[config.mk]
export PLATFORM = sky130hd
export DESIGN_NAME = cache_fill_arbiter
export DESIGN_NICKNAME = d
export VERILOG_FILES = /design/src/rtl/cache_fill_arbiter.sv
export SDC_FILE = /design/constraint.sdc
export NUM_CORES = 1
export LEC_CHECK = 0
export CAP_MARGIN = 10
export CORE_MARGIN = 2
export CORE_UTILIZATION = 34
export CTS_CLUSTER_DIAMETER = 50
export DETAILED_ROUTE_END_ITERATION = 16
export HOLD_SLACK_MARGIN = 0.15
export PLACE_DENSITY = 0.86
export SYNTH_ARGS = -nofsm -noshare
export SYNTH_HDL_FRONTEND = slang
export SYNTH_SLANG_ARGS = --single-unit
[constraint.sdc]
create_clock -name clk -period 3.46 [get_ports clk]
set_input_delay 0.519 -clock clk [delete_from_list [all_inputs] [get_ports clk]]
set_output_delay 0.519 -clock clk [all_outputs]
set_load 0.1 [all_outputs]
[src/rtl/cache_fill_arbiter.sv]
// Cache fill arbiter: picks an I- or D-cache miss, fetches the block as WORDS
// 16-bit words from pipelined memory, streams them into the cache, then writes the tag.
// Optional: define ARB_ROUND_ROBIN_EN for round-robin tie breaking (default: D has fixed priority).
module cache_fill_arbiter #(
    parameter int WORDS = 8
) (
    input  logic                       clk,
    input  logic                       rst,
    input  logic                       i_miss,
    input  logic [15:0]                i_addr,
    input  logic                       d_miss,
    input  logic [15:0]                d_addr,
    input  logic                       d_wr,
    input  logic [15:0]                d_wdata,
    output logic                       mem_en,
    output logic                       mem_wr,
    output logic [15:0]                mem_addr,
    output logic [15:0]                mem_wdata,
    input  logic [15:0]                mem_rdata,
    input  logic                       mem_valid,
    output logic                       i_fill_we,
    output logic                       d_fill_we,
    output logic [$clog2(WORDS)-1:0]   fill_word,
    output logic [15:0]                fill_data,
    output logic                       i_tag_we,
    output logic                       d_tag_we,
    output logic                       busy,
    output logic                       stall
);

    localparam int IW = $clog2(WORDS);
    localparam logic [IW-1:0] LAST_IDX = IW'(WORDS - 1);

    typedef enum logic [1:0] {IDLE, ISSUE, DRAIN} state_t;

    state_t        state_q, state_d;
    logic          gnt_d_q, gnt_d_d;
    logic [15:0]   base_q, base_d;
    logic [IW-1:0] issue_q, issue_d;
    logic [IW-1:0] ret_q, ret_d;
    logic          any_miss, tie, pick_d, fill_act, last_word;
    logic [15:0]   sel_addr;

    assign any_miss = i_miss | d_miss;
    assign tie      = i_miss & d_miss;

`ifdef ARB_ROUND_ROBIN_EN
    // Remembers which side won the most recent tie; reset value means I won last.
    logic last_d_q, last_d_d;

    assign pick_d   = tie ? ~last_d_q : d_miss;
    assign last_d_d = (state_q == IDLE && tie) ? pick_d : last_d_q;

    always_ff @(posedge clk or posedge rst) begin
        if (rst) last_d_q <= 1'b0;
        else     last_d_q <= last_d_d;
    end
`else
    assign pick_d = d_miss;
`endif

    assign sel_addr  = pick_d ? d_addr : i_addr;
    assign fill_act  = (state_q != IDLE) && mem_valid;
    assign last_word = fill_act && (ret_q == LAST_IDX);

    always_ff @(posedge clk or posedge rst) begin
        if (rst) begin
            state_q <= IDLE;
            gnt_d_q <= 1'b0;
            base_q  <= '0;
            issue_q <= '0;
            ret_q   <= '0;
        end else begin
            state_q <= state_d;
            gnt_d_q <= gnt_d_d;
            base_q  <= base_d;
            issue_q <= issue_d;
            ret_q   <= ret_d;
        end
    end

    always_comb begin
        state_d   = state_q;
        gnt_d_d   = gnt_d_q;
        base_d    = base_q;
        issue_d   = issue_q;
        ret_d     = ret_q;
        mem_en    = 1'b0;
        mem_wr    = 1'b0;
        mem_addr  = '0;
        mem_wdata = '0;

        case (state_q)
            IDLE: begin
                if (any_miss) begin
                    state_d = ISSUE;
                    gnt_d_d = pick_d;
                    base_d  = sel_addr & 16'hFFF0;
                    issue_d = '0;
                    ret_d   = '0;
                end else if (d_wr) begin
                    // Write-through store passes straight to memory with no extra cycle.
                    mem_en    = 1'b1;
                    mem_wr    = 1'b1;
                    mem_addr  = d_addr;
                    mem_wdata = d_wdata;
                end
            end
            ISSUE: begin
                mem_en   = 1'b1;
                mem_addr = base_q + (16'(issue_q) << 1);
                issue_d  = issue_q + 1'b1;
                if (issue_q == LAST_IDX) state_d = DRAIN;
            end
            DRAIN: ;
            default: state_d = IDLE;
        endcase

        // Returns may overlap issue, so they are counted independently of the state.
        if (fill_act) ret_d = ret_q + 1'b1;
        if (last_word) state_d = IDLE;
    end

    assign i_fill_we = fill_act & ~gnt_d_q;
    assign d_fill_we = fill_act &  gnt_d_q;
    assign i_tag_we  = last_word & ~gnt_d_q;
    assign d_tag_we  = last_word &  gnt_d_q;
    assign fill_word = fill_act ? ret_q : '0;
    assign fill_data = fill_act ? mem_rdata : '0;
    assign busy      = (state_q != IDLE);
    assign stall     = busy | i_miss | d_miss;

endmodule

Yosys cells after proc, flatten, opt, wreduce, memory -nomap -nowiden

Index checks and enable logic that the tools add are counted.

Register bits: 21
Output and inout port bits: 59

Reductions and logical operators: 11
Add/subtract/negate cells: 3
Multiplexer cells: 21
Equality and inequality tests: 8
Bitwise logic cells: 8

Operator list:

| kind                  | number |
|---|---|
| $mux W16              | 7 |
| $pmux W16 S2          | 1 |
| $add A16 B4 Y16       | 1 |
| $mux W3               | 4 |
| $reduce_bool A2 Y1    | 4 |
| $add A3 B1 Y3 const B | 2 |
| $eq A3 B3 Y1 const B  | 2 |
| $mux W2               | 3 |
| $ne A3 B3 Y1 const B  | 2 |
| $pmux W2 S3           | 1 |
| $pmux W3 S2           | 1 |
| $reduce_and A2 Y1     | 3 |
| $and A1 B1 Y1         | 4 |
| $ne A2 B2 Y1 const B  | 2 |
| $mux W1               | 3 |
| $or A1 B1 Y1          | 3 |
| $reduce_and A3 Y1     | 1 |
| $eq A2 B1 Y1 const B  | 1 |
| $eq A2 B2 Y1 const B  | 1 |
| $logic_and A1 B1 Y1   | 2 |
| $logic_not A2 Y1      | 1 |
| $pmux W1 S2           | 1 |
| $not A1 Y1            | 1 |

Depth between registers and ports, before layout

Gate-level depths: netlist of run 1.

Word-level depth: 5
Mapped depth: 6

Worst setup path after synthesis of run 1

No wires, ideal clock.

Kind: input port to output port
From: input mem_valid
To: output i_tag_we
Arrival time: 2253 ps
Stages on the path: 4
Path buffers: 1
Path slack: 688 ps
Cells stage by stage: o21a_1 clkbuf_1 nand2_1 nor2_1

Word-level cells in the longest chain between the ends: 3

RTL lines:

| what                | line | RTL |
|---|---|---|
| start: declaration  | 20   | `input logic mem_valid,` |
| $logic_and A1 B1 Y1 | 63   | `assign fill_act = (state_q != IDLE) && mem_valid;` |
| $logic_and A1 B1 Y1 | 64   | `assign last_word = fill_act && (ret_q == LAST_IDX);` |
| $and A1 B1 Y1       | 126  | `assign i_tag_we = last_word & ~gnt_d_q;` |
| end: declaration    | 25   | `output logic i_tag_we,` |

No other way between the ends.

Worst setup path in the final report of run 1

From: input i_miss
To: output mem_wdata[9]

Word-level cells in the longest chain between the ends: 3

RTL lines:

| what               | line | RTL |
|---|---|---|
| start: declaration | 9    | `input logic i_miss,` |
| $or A1 B1 Y1       | 44   | `assign any_miss = i_miss \| d_miss;` |
| $mux W16           | 95   | `if (any_miss) begin` |
| $mux W16           | 93   | `case (state_q)` |
| end: declaration   | 18   | `output logic [15:0] mem_wdata,` |

No other way between the ends.

==> impl_metrics.py, run 1 <==
metrics = {
    "sta": {
        "setup_violations": 0,
        "hold_slack_ps": 517,
        "drv_slew": 0,
        "fmax_mhz": 362,
        "skew_ps": 0.992,
        "relSlewSlack_pct": 42.4,
        "rsz0062_at_grt": "no",
        "fin_setup_tns_ps": 0,
        "fin_crit_ps": 2760,
        "worst_slew_pin_slew_ps": 858,
        "finalCritPeriodShare_pct": 79.8,
        "hold_viol_final": 0,
    },
    "layout": {
        "diodes": 0,
        "area_growth_syn_to_layout_pct": 126,
        "fin_area_um2": 3370,
        "final_common_cell": "clkdlybuf4s50_1",
        "nets": 354,
        "drive_gt1_share_pct": 26.2,
        "fillCellCount": 266,
        "final_cell_mix": "clkdlybuf4s50_1 (65), buf_12 (59), and2_1 (37)",
    },
    "run_status": {
        "outcome": "finished, final reports clean",
    },
    "die": {
        "die_x_um": 70.3,
        "die_area_um2": 4950,
        "fp.coreArea_um2": 4290,
        "placementRows": 24,
        "initial_core_util_pct": 34.8,
        "die_y_um": 70.3,
        "io_pins": 129,
    },
    "clock_tree": {
        "cts.sinks": 21,
        "cts-hold-fix-buffers": 0,
        "htree_levels": 1,
        "clk_latency_ps": 260,
        "numCtsBuffers": 3,
        "clk_pin_slew_ps": 80,
        "cts_buffer_depth": 2,
        "postCtsSetupBuffers": 0,
        "clock_tree.root_cell": "clkbuf_8",
        "cts_tree": "done",
        "cts_resized": 0,
    },
    "run": {
        "maxCapViolCount": 0,
    },
    "detailed_routing": {
        "vias": 1693,
        "met1_length_mm": 2.03,
        "drt-initial-drc-count": 55,
        "via_per_inst": 5.11,
        "wirelength_mm": 5.18,
        "first_pass_iters": 4,
        "dr_wl_met3_um": 271,
        "wl_met2_mm": 2.86,
        "detail-route-antenna-nets": 0,
        "topRoutingLayerUsed": "met4",
        "drcViolationCount": 0,
        "wl_per_cell_um": 15.7,
    },
    "global_routing": {
        "grt_max_degree": 27,
        "grt_overflow": 0,
        "grt_pass1_wl_mm": 8.49,
        "first_global_vias": 1664,
        "antenna_found_initial": 0,
        "track_usage_pct": 21.1,
    },
    "min_path": {
        "hold_path_class": "register to register",
    },
    "pwr": {
        "power_density_nw_per_um2": 922,
        "power.total_uw": 3110,
        "irDropWorstVdd_v": 0.000768,
        "cellLeakagePower_uw": 0.00146,
    },
    "worst_setup_path": {
        "cp.arrival_ps": 2240,
        "cp_max_fo": 26,
        "cp-start-kind": "primary input",
        "cp.required_ps": 2940,
        "end_kind": "output port",
        "path_class": "primary input to output port",
    },
    "synth": {
        "syn_area_per_cell_um2": 9.35,
        "ys_seq_area_share_pct": 35.1,
        "syn_nets": 234,
        "synthCells": 160,
        "ys_seq_elements": 21,
        "synth_top_cell_by_area": "dfrtp_1",
        "synth.distinct_cells": 28,
        "yosysTopAreaCellShare_pct": 35.1,
        "ys_warn_count": 0,
        "synth_area_leaders": "dfrtp_1 (35%), and2_1 (15%), a22o_1 (11%)",
        "syn_area_um2": 1500,
    },
    "placement": {
        "placed_area_um2": 3330,
        "place_congestion": 0.755,
        "numPortBuffers": 124,
        "dp_hpwl_mm": 4.12,
    },
}
## flip-flops by register name, summed over array words and instances (netlist names)
signal   cells
base_q      12
state_q      2
ret_q        3
gnt_d_q      1
issue_q      3
## final timing paths
check / start / end / slack [ps] / depth (start not counted)
setup / recovery: i_miss / mem_wdata[9] / 700 / 6
hold / removal: base_q[4] / base_q[4] / 520 / 2
setup reg to reg: state_q[0] / issue_q[1] / 1870 / 3
hold reg to reg: base_q[4] / base_q[4] / 520 / 2
max in group asynchronous: rst / base_q[12] / 2190 / 2
min in group asynchronous: rst / base_q[8] / 740 / 2
## kinds of logic (layout without fill, tap and decap cells)
logic type / after synthesis / count (layout) / share of synthesized area [%]
compound gates: 52 / 52 / 22.8
simple gates: 54 / 54 / 22.4
fa+ha+maj: 4 / 4 / 3.34
flops: 21 / 21 / 35.1
buf+inv: 15 / 134 / 6.86
mux: 14 / 14 / 9.45
## worst max-delay path: stages
cell and delay (ps):
clkdlybuf4s50_1 520, nor2_2 130, and3_1 450, buf_12 220, and2_1 200, buf_12 190
## per-layer routing
metal,track usage [%],vias to the layer above
li1,-,806
met3,3.32,2
met2,38.5,71
met5,0,-
met1,26.8,814
met4,2.35,0
## cells in the mapped netlist
master    count
dfrtp_1      21
mux2i_1      13
a211o_1       1
o21ai_0      27
nor3_1        1
nor2_4        1
o21ai_2       1
and3_1        2
nor2b_1       3
mux2_1        1
nor2_1        1
a21oi_1       2
o21ai_1       1
or2_2         2
o21a_1        1
nand2b_1      1
buf_2         1
a22o_1       19
nand3_1       1
buf_4         2
nand2_1       3
inv_1         2
ha_1          4
buf_6         5
nor2_2        1
or4_4         1
clkbuf_1      5
and2_1       37
## final cells by class
class,count,area [um^2],share of cell area (%)
timing repair buffer,128,1860,55.2
tap,52,65.1,1.93
multi-input combinational,124,868,25.7
clock inverter,1,5.00,0.148
clock buffer,3,41.3,1.22
inverter,2,7.51,0.222
sequential,21,526,15.6
## power breakdown
part | internal [uW] | switching, uW | total [uW]
Clock | 80.2 | 84.0 | 164
Sequential | 360 | 92.5 | 453
Combinational | 889 | 1600 | 2490
Total | 1330 | 1780 | 3110
## per-stage QoR
| step | setup WS [ps] | util [%] | cells |
|---|---|---|---|
| final | 698 | 78.6 | 331 |
| after global routing | 561 | 78.6 | 331 |
| after CTS | 719 | 78.6 | 331 |
| after detailed placement | 728 | 77.5 | 327 |
| after global placement | 779 | 77.5 | 327 |
| after floorplan | 688 | - | 160 |
Note: power is estimated with default switching activity, not from simulation.
==> run 2, diff against run 1 <==
--- a/config.mk
+++ b/config.mk
@@ -7,11 +7,11 @@
 export LEC_CHECK = 0
 export CAP_MARGIN = 10
 export CORE_MARGIN = 2
-export CORE_UTILIZATION = 34
+export CORE_UTILIZATION = 32
 export CTS_CLUSTER_DIAMETER = 50
 export DETAILED_ROUTE_END_ITERATION = 16
 export HOLD_SLACK_MARGIN = 0.15
-export PLACE_DENSITY = 0.86
+export PLACE_DENSITY = 0.81
 export SYNTH_ARGS = -nofsm -noshare
 export SYNTH_HDL_FRONTEND = slang
 export SYNTH_SLANG_ARGS = --single-unit
==> constraint.sdc (replaced) <==
create_clock -name clk -period 2.7 [get_ports clk]
set_input_delay 0.405 -clock clk [delete_from_list [all_inputs] [get_ports clk]]
set_output_delay 0.405 -clock clk [all_outputs]
set_load 0.1 [all_outputs]
==> impl_metrics.py, run 2 (same netlist as run 1, synthesis figures left out) <==
metrics = {
    "detailed_routing": {
        "detail-route-antenna-nets": 0,
        "drcViolationCount": 0,
        "topRoutingLayerUsed": "met4",
        "vias": 1711,
        "drt-initial-drc-count": 100,
        "wl_per_cell_um": 15.5,
        "wl_met2_mm": 2.69,
        "via_per_inst": 5.09,
        "met1_length_mm": 1.88,
        "dr_wl_met3_um": 470,
        "first_pass_iters": 5,
        "wirelength_mm": 5.20,
    },
    "die": {
        "die_x_um": 72.4,
        "die_area_um2": 5240,
        "die_y_um": 72.4,
        "placementRows": 24,
        "fp.coreArea_um2": 4440,
        "initial_core_util_pct": 33.7,
        "io_pins": 129,
    },
    "global_routing": {
        "grt_pass1_wl_mm": 8.56,
        "antenna_found_initial": 0,
        "track_usage_pct": 20.6,
        "first_global_vias": 1774,
        "grt_max_degree": 27,
        "grt_overflow": 0,
    },
    "layout": {
        "final_common_cell": "clkdlybuf4s50_1",
        "reg.largest.list": "base_q: 12 flops, issue_q: 3 flops, ret_q: 3 flops",
        "nets": 359,
        "largest_reg_flops": 12,
        "drive_gt1_share_pct": 27.1,
        "diodes": 0,
        "regMostFlops": "base_q",
        "final_cell_mix": "clkdlybuf4s50_1 (65), buf_12 (58), and2_1 (37)",
        "area_growth_syn_to_layout_pct": 127,
    },
    "sta": {
        "fin_crit_ps": 2380,
        "skew_ps": 1.12,
        "fin_setup_tns_ps": 0,
        "worst_slew_pin_slew_ps": 801,
        "hold_slack_ps": 521,
        "fmax_mhz": 420,
        "rsz0062_at_grt": "no",
        "drv_slew": 0,
        "setup_violations": 0,
        "finalCritPeriodShare_pct": 88.1,
        "relSlewSlack_pct": 46.5,
        "hold_viol_final": 0,
    },
    "run": {
        "maxCapViolCount": 0,
    },
    "clock_tree": {
        "numCtsBuffers": 3,
        "cts-hold-fix-buffers": 0,
        "clock_tree.root_cell": "clkbuf_8",
        "htree_levels": 1,
        "cts.sinks": 21,
        "clk_latency_ps": 250,
        "postCtsSetupBuffers": 0,
        "cts_buffer_depth": 2,
        "clk_pin_slew_ps": 70,
        "cts_tree": "done",
        "cts_resized": 0,
    },
    "pwr": {
        "p_comb_share_pct": 80.5,
        "irDropWorstVdd_v": 0.000833,
        "pwr-share-clk_pct": 5.0,
        "power_density_nw_per_um2": 1180,
        "switching_power_uw": 2270,
        "cellLeakagePower_uw": 0.00147,
        "swShare_pct": 56.8,
        "p_seq_share_pct": 14.4,
        "internal_power_uw": 1730,
    },
    "worst_setup_path": {
        "crit_slowest_cell": "clkdlybuf4s50_1",
        "cp.arrival_ps": 1970,
        "cp_max_fo": 12,
        "crit_chain": "clkdlybuf4s50_1 > o21a_1 > buf_4 > nor2b_1 > buf_12",
        "end_kind": "output port",
        "path_class": "primary input to output port",
        "cp_slowest_stage_delay_ps": 570,
        "cp.required_ps": 2300,
        "cp-start-kind": "primary input",
    },
    "run_status": {
        "outcome": "finished, final reports clean",
    },
    "placement": {
        "place_congestion": 0.786,
        "numPortBuffers": 124,
        "dp_hpwl_mm": 4.21,
    },
    "min_path": {
        "hold_path_class": "register to register",
    },
}
## run 2: changes by cell type in the layout (fill, tap and decap cells not counted)
| cell | before | now |
|---|---|---|
| buf_12 | 59 | 58 |
| buf_4 | 4 | 10 |
| clkbuf_1 | 0 | 1 |
| clkinv_2 | 1 | 0 |
## run 2: worst paths after layout
path                            start    endpoint  depth (start not counted)  slack [ps]
min in group asynchronous         rst  base_q[10]                          2         630
max reg2reg                state_q[1]  base_q[10]                          4        1260
max                         mem_valid   i_fill_we                          5         320
max in group asynchronous         rst  base_q[14]                          2        1580
min                         base_q[4]   base_q[4]                          2         520
min reg2reg                 base_q[4]   base_q[4]                          2         520
## run 2: worst max-delay path, delay by kind of cell
family	cells	cell delay, ps
simple gates	1	220
buf+inv	3	980
compound gates	1	370
## run 2: layout make-up
cell class / count / area, um^2
repair buffers: 133 / 1890
flip-flops and latches: 21 / 526
multi-input cells: 124 / 868
well taps: 52 / 65.1
fillers: 274 / 1050
inverters: 2 / 7.51
clock buffers: 4 / 45.0
## run 2: metal layers
metal,up-vias,global-route usage [%]
met4,0,7.00
met1,789,22.7
li1,816,-
met2,90,37.2
met3,16,6.53
met5,-,0
## run 2: metrics by stage
step | instance area (um^2) | total power [uW] | instances | setup WS [ps] | utilization [%]
3_5_place_dp | 3350 | 3800 | 332 | 330 | 75.5
6_report | 3400 | 4000 | 336 | 321 | 76.5
4_1_cts | 3400 | 4020 | 336 | 323 | 76.5
5_1_grt | 3400 | 4160 | 336 | 226 | 76.5
3_3_place_gp | 3350 | 3760 | 332 | 338 | 75.5
2_1_floorplan | 1500 | 2600 | 160 | 71.8 | -
## run 2: power by group through the flow
stage	clock (uW)	combinational [uW]	sequential (uW)
after CTS	206	3240	575
after global placement	0	3190	568
after detailed placement	0	3230	577
final	202	3220	576
after floorplan	0	2060	544
after global routing	214	3350	597
==> run 3, diff against run 2 <==
--- a/config.mk
+++ b/config.mk
@@ -5,6 +5,7 @@
 export SDC_FILE = /design/constraint.sdc
 export NUM_CORES = 1
 export LEC_CHECK = 0
+export ABC_CLOCK_PERIOD_IN_PS = 2700
 export CAP_MARGIN = 10
 export CORE_MARGIN = 2
 export CORE_UTILIZATION = 32
==> results of run 3 <==
No change in the layout: final DEF, timing and power equal those of run 2.
